[src/rtl/pipe_skid_reg_64_if.sv]
// Valid/ready handshake bundle for the elastic pipeline stage: upstream side (in_*) and downstream side (out_*).
// The stage itself uses the slave view; the neighbouring stages (or a bench) use the master view.
interface pipe_skid_reg_64_if #(
    parameter int WIDTH = 64
);
    logic [WIDTH-1:0] in_data;
    logic             in_valid;
    logic             in_ready;
    logic [WIDTH-1:0] out_data;
    logic             out_valid;
    logic             out_ready;

    modport master (
        output in_data, in_valid, out_ready,
        input  in_ready, out_data, out_valid
    );

    modport slave (
        input  in_data, in_valid, out_ready,
        output in_ready, out_data, out_valid
    );
endinterface

[src/rtl/pipe_skid_reg_64.sv]
// Elastic pipeline register with a 2-entry skid buffer, flush and a saturating stall counter.
// Every output decodes from registers only, so ready never ripples combinationally back upstream.
module pipe_skid_reg_64 #(
    parameter int WIDTH     = 64,
    parameter int CNT_WIDTH = 16
) (
    input  logic                 clk,
    input  logic                 reset,
    pipe_skid_reg_64_if.slave    bus,
    input  logic                 flush,
    output logic [1:0]           occupancy,
    output logic [CNT_WIDTH-1:0] stall_cnt
);

    // Encoding equals the number of held entries, so occupancy is the state itself.
    typedef enum logic [1:0] {
        EMPTY = 2'd0,
        ONE   = 2'd1,
        FULL  = 2'd2
    } state_t;

    state_t               state_reg, state_next;
    logic [WIDTH-1:0]     main_reg, main_next;
    logic [WIDTH-1:0]     skid_reg, skid_next;
    logic [CNT_WIDTH-1:0] stall_cnt_reg, stall_cnt_next;

    logic out_valid_int;
    logic in_ready_int;
    logic in_fire;
    logic out_fire;

    assign out_valid_int = (state_reg != EMPTY);
    assign in_ready_int  = (state_reg != FULL);
    assign in_fire       = bus.in_valid & in_ready_int;
    assign out_fire      = out_valid_int & bus.out_ready;

    assign bus.out_valid = out_valid_int;
    assign bus.in_ready  = in_ready_int;
    assign bus.out_data  = main_reg;
    assign occupancy     = state_reg;
    assign stall_cnt     = stall_cnt_reg;

    always_comb begin
        state_next = state_reg;
        main_next  = main_reg;
        skid_next  = skid_reg;
        case (state_reg)
            EMPTY: begin
                if (in_fire) begin
                    state_next = ONE;
                    main_next  = bus.in_data;
                end
            end
            ONE: begin
                if (in_fire && out_fire) begin
                    main_next = bus.in_data;
                end else if (in_fire) begin
                    state_next = FULL;
                    skid_next  = bus.in_data;
                end else if (out_fire) begin
                    state_next = EMPTY;
                end
            end
            FULL: begin
                if (out_fire) begin
                    state_next = ONE;
                    main_next  = skid_reg;
                end
            end
            default: state_next = EMPTY;
        endcase
        // Data regs may pick up a squashed payload here; out_valid=0 hides it.
        if (flush) begin
            state_next = EMPTY;
        end
    end

    always_comb begin
        stall_cnt_next = stall_cnt_reg;
        if (out_valid_int && !bus.out_ready && (stall_cnt_reg != {CNT_WIDTH{1'b1}})) begin
            stall_cnt_next = stall_cnt_reg + {{(CNT_WIDTH-1){1'b0}}, 1'b1};
        end
    end

    always_ff @(posedge clk or negedge reset) begin
        if (!reset) begin
            state_reg     <= EMPTY;
            main_reg      <= '0;
            skid_reg      <= '0;
            stall_cnt_reg <= '0;
        end else begin
            state_reg     <= state_next;
            main_reg      <= main_next;
            skid_reg      <= skid_next;
            stall_cnt_reg <= stall_cnt_next;
        end
    end

endmodule

[src/flat_wrapper.sv]
// flat-port wrapper written by rule: the top's interface ports become plain ports
module pipe_skid_reg_64_flat 
#(
    parameter int WIDTH     = 64,
    parameter int CNT_WIDTH = 16
)
  (clk, reset, flush, occupancy, stall_cnt, bus_in_data, bus_in_valid, bus_out_ready, bus_in_ready, bus_out_data, bus_out_valid);
  pipe_skid_reg_64_if #(.WIDTH(WIDTH)) bus_i ();
  input  logic clk;
  input  logic reset;
  input  logic flush;
  output logic [1:0] occupancy;
  output logic [CNT_WIDTH-1:0] stall_cnt;
  input wire logic [$bits(bus_i.in_data)-1:0] bus_in_data;
  input wire logic [$bits(bus_i.in_valid)-1:0] bus_in_valid;
  input wire logic [$bits(bus_i.out_ready)-1:0] bus_out_ready;
  output wire logic [$bits(bus_i.in_ready)-1:0] bus_in_ready;
  output wire logic [$bits(bus_i.out_data)-1:0] bus_out_data;
  output wire logic [$bits(bus_i.out_valid)-1:0] bus_out_valid;
  assign bus_i.in_data = bus_in_data;
  assign bus_i.in_valid = bus_in_valid;
  assign bus_i.out_ready = bus_out_ready;
  assign bus_in_ready = bus_i.in_ready;
  assign bus_out_data = bus_i.out_data;
  assign bus_out_valid = bus_i.out_valid;
  pipe_skid_reg_64 #(.WIDTH(WIDTH), .CNT_WIDTH(CNT_WIDTH)) u_core (.clk(clk), .reset(reset), .bus(bus_i), .flush(flush), .occupancy(occupancy), .stall_cnt(stall_cnt));
endmodule
[config.mk]
export PLATFORM = sky130hd
export DESIGN_NAME = pipe_skid_reg_64_flat
export DESIGN_NICKNAME = d
export VERILOG_FILES = /design/src/rtl/pipe_skid_reg_64_if.sv /design/src/rtl/pipe_skid_reg_64.sv /design/src/flat_wrapper.sv
export SDC_FILE = /design/constraint.sdc
export NUM_CORES = 1
export LEC_CHECK = 0
export BUFFER_PORTS_ARGS = -buffer_cell sky130_fd_sc_hd__buf_4
export CORE_AREA = 2 2 108 110
export DETAILED_ROUTE_END_ITERATION = 7
export DIE_AREA = 0 0 110 112
export PLACE_DENSITY = 0.83
export SLEW_MARGIN = 25
export SYNTH_ARGS = -nofsm -noshare
export SYNTH_HDL_FRONTEND = slang
export SYNTH_SLANG_ARGS = --single-unit
[constraint.sdc]
create_clock -name clk -period 2.57 [get_ports clk]
set_input_delay 0.1285 -clock clk [delete_from_list [all_inputs] [get_ports clk]]
set_output_delay 0.1285 -clock clk [all_outputs]
set_load 0.01 [all_outputs]
==> impl_metrics.yaml <==
run_status:
  status: "completed"
pwr:
  clock_power_share_pct: 37.3
  power_switching_w: 0.00188
  power_density_mw_per_mm2: 790
  p_comb_share_pct: 18.2
  leakage_nw: 3.84
  share_seq_of_total_power_pct: 44.5
  peakVddDrop_v: 0.000466
  p_sw_share_pct: 27.0
  p_int_w: 0.00506
worst_setup_path:
  crit_chain: "mux2i_1, o2bb2ai_4, buf_12, nor2_1, a21oi_1"
  path_buf_inv: 1
  arrival_ns: 2.57
  crit_fanout: 72
  crit_type: "reg2reg"
  critPathTopFamily: "compound AO/OA/AOI/OAI gates"
  cp-end-kind: "register"
  cp-start-kind: "register"
  slowest_delay_ns: 0.80
  slowest_stage: "o2bb2ai_4"
  critical_path_required_ns: 2.88
timing:
  min_period_over_period_pct: 87.9
  setup_tns_ns: 0
  slew_headroom_pct: 35.9
  fmax_mhz: 443
  finalSetupViolations: 0
  maxSlewViolCount: 0
  grt_setup_unrepaired: "no"
  worst_pin_slew_ns: 0.961
  hold_violations: 0
  period_minus_slack_ns: 2.26
  fin_skew_ns: 0.00890
place:
  dp_hpwl_um: 8680
  place.gp.congestion: 0.787
  io_buffers: 152
  dp.cells: 767
cells_and_area:
  area_delta_synth_final_pct: 41.2
  final_cells: 866
  fill_cells: 645
  seqCellArea_mm2: 0.00365
  diodes: 0
  drive_above_1_share_pct: 27.2
  multi_input_comb_area_mm2: 0.00239
  fin_nets: 780
clocking:
  cts.sinks: 146
  clk_path_buf_depth: 2
  numCtsBuffers: 17
  cts-root-buf: "clkbuf_16"
  postCtsSetupBuffers: 0
  cts_tree: "built"
  clk_latency_ns: 0.41
  clkTransAtPathRegs_ns: 0.06
  cts_htree_levels: 4
detailed_routing:
  vias: 4643
  drt_pass1_iterations: 5
  avgRoutedWirePerCell_um: 17.0
  via_per_inst: 5.36
  drtIter0Drc: 213
  routed_wl_um: 14700
  drc: 0
  postRouteAntennaNets: 0
global_routing:
  grt_pass1_vias: 4933
  overflow: 0
  grt.total_usage_pct: 25.4
  antenna_found_initial: 0
  grt_pass1_wl_um: 24200
  grt_max_degree: 73
yosys:
  synth.avg_cell_area_um2: 12.5
  synth_top_cell_by_area: "dfrtp_1"
  ys_types: 36
  synth_fp_nets: 567
  syn_area_mm2: 0.00622
  synth_seq_cells: 146
  synth_cells: 497
  seq_area_frac_synth_pct: 58.8
  yosys_warnings: 0
  synth_area_leaders: "dfrtp_1 (59%), mux2_1 (12%), mux2i_1 (10%)"
  synth.top_cell.area_share_pct: 58.8
hold_path:
  hp-class: "in2reg"
floorplanning:
  die_x_um: 110
  die_area_mm2: 0.0123
  fp.coreArea_mm2: 0.0112
  die_h_um: 112
  initial_core_util_pct: 55.6
  io_pins: 153
  std_cell_rows: 39
run:
  maxCapViolCount: 0
[metrics by stage]
stage / worst slack (ns) / util [%] / instance area [um^2] / power [W] / hold slack [ns]
floorplan: 0.960 / - / 6220 / 0.00365 / -0.167
global route: 0.197 / 78.5 / 8780 / 0.00726 / 0.194
finish: 0.311 / 78.5 / 8780 / 0.00693 / 0.175
CTS: 0.334 / 78.5 / 8780 / 0.00695 / 0.156
detailed placement: 0.414 / 66.9 / 7480 / 0.00428 / 0.154
global placement: 0.526 / 66.9 / 7480 / 0.00419 / 0.147
[placed cells by master, fill, tap and decap left out, types with 3 or more instances in the layout]
cell,netlist,final
buf_4,11,154
mux2i_1,65,65
bufinv_16,0,3
xnor2_1,12,12
dfrtp_1,146,146
inv_6,0,5
nand2_1,6,6
clkbuf_16,0,17
nand4_1,7,7
nand3_1,4,4
dlygate4sd3_1,0,67
buf_12,0,4
a21oi_1,66,66
nor2_1,66,66
mux2_1,65,65
[cells in the mapped netlist]
cell type,count
a21oi_1,66
clkbuf_1,3
nor2b_1,2
mux2i_1,65
o21ai_1,1
o21ba_1,1
o41a_1,1
and3b_1,1
and4bb_1,1
nand2_1,6
nand3_1,4
xnor2_1,12
nor3b_1,2
nor2_1,66
and3_1,1
mux2_1,65
o21a_1,1
o2bb2ai_1,1
ha_1,1
o2111ai_1,1
nor4_1,2
inv_1,2
nor4b_1,1
nand3b_2,1
nand4_1,7
o21bai_1,1
buf_6,1
nor3_1,2
o22a_1,1
nand4_2,1
xor2_1,2
buf_1,1
buf_4,11
buf_2,16
dfrtp_1,146
or2_2,1
[power groups by stage]
| stage | Sequential [W] | Clock (W) | Combinational (W) |
|---|---|---|---|
| floorplan | 0.00312 | 0 | 0.000529 |
| global placement | 0.00306 | 0 | 0.00112 |
| detailed placement | 0.00310 | 0 | 0.00118 |
| CTS | 0.00307 | 0.00261 | 0.00127 |
| global route | 0.00314 | 0.00274 | 0.00138 |
| finish | 0.00308 | 0.00259 | 0.00126 |
[worst reg2reg max path: stages, from the launching register on]
cell	delay [ns]
dfrtp_1	0.47
mux2i_1	0.21
o2bb2ai_4	0.80
buf_12	0.36
nor2_1	0.12
a21oi_1	0.21
[final cells by class]
type / count / share of cell area [%]
Clock buffer: 19 / 5.16
Clock inverter: 13 / 1.95
Inverter: 2 / 0.0855
Multi-Input combinational cell: 317 / 27.3
Sequential cell: 146 / 41.6
Tap cell: 143 / 2.04
Timing Repair Buffer: 226 / 21.9
[layer usage]
layer  part of all wire (%)  global-route usage, %  up-vias
li1                       -                      -     2169
met4                    2.7                   10.8        0
met2                     52                   43.6      142
met1                     40                   30.7     2298
met5                      0                      0        -
met3                    4.6                   5.50       34
[timing repair]
item	CTS	global route
resized for setup	0	0
endpoints found under the hold margin	128	0
hold buffers	67	0
endpoints found under the setup margin	0	0
[worst paths after layout]
path	from	to	slack, ns	cells after the start
setup / recovery	u_core.occupancy[1]	u_core.bus.out_data[50]	0.31	5
hold / removal	bus_in_valid	u_core.occupancy[0]	0.18	4
setup reg to reg	u_core.occupancy[1]	u_core.bus.out_data[50]	0.31	5
hold reg to reg	u_core.skid_reg[24]	u_core.skid_reg[24]	0.48	1
max in group asynchronous	reset	u_core.bus.out_data[58]	1.49	3
min in group asynchronous	reset	u_core.bus.out_data[36]	0.26	2
[cells by family after synthesis]
group	Yosys count	synth area share, %
xor gates and xnor gates	14	1.97
muxes	130	22.2
buffers and inverters	34	3.16
adders and majority gates	1	0.201
and+or+nand+nor	98	7.25
AOI/OAI and AO/OA	74	6.40
DFF	146	58.8
Note: power is estimated with default switching activity, not from simulation.
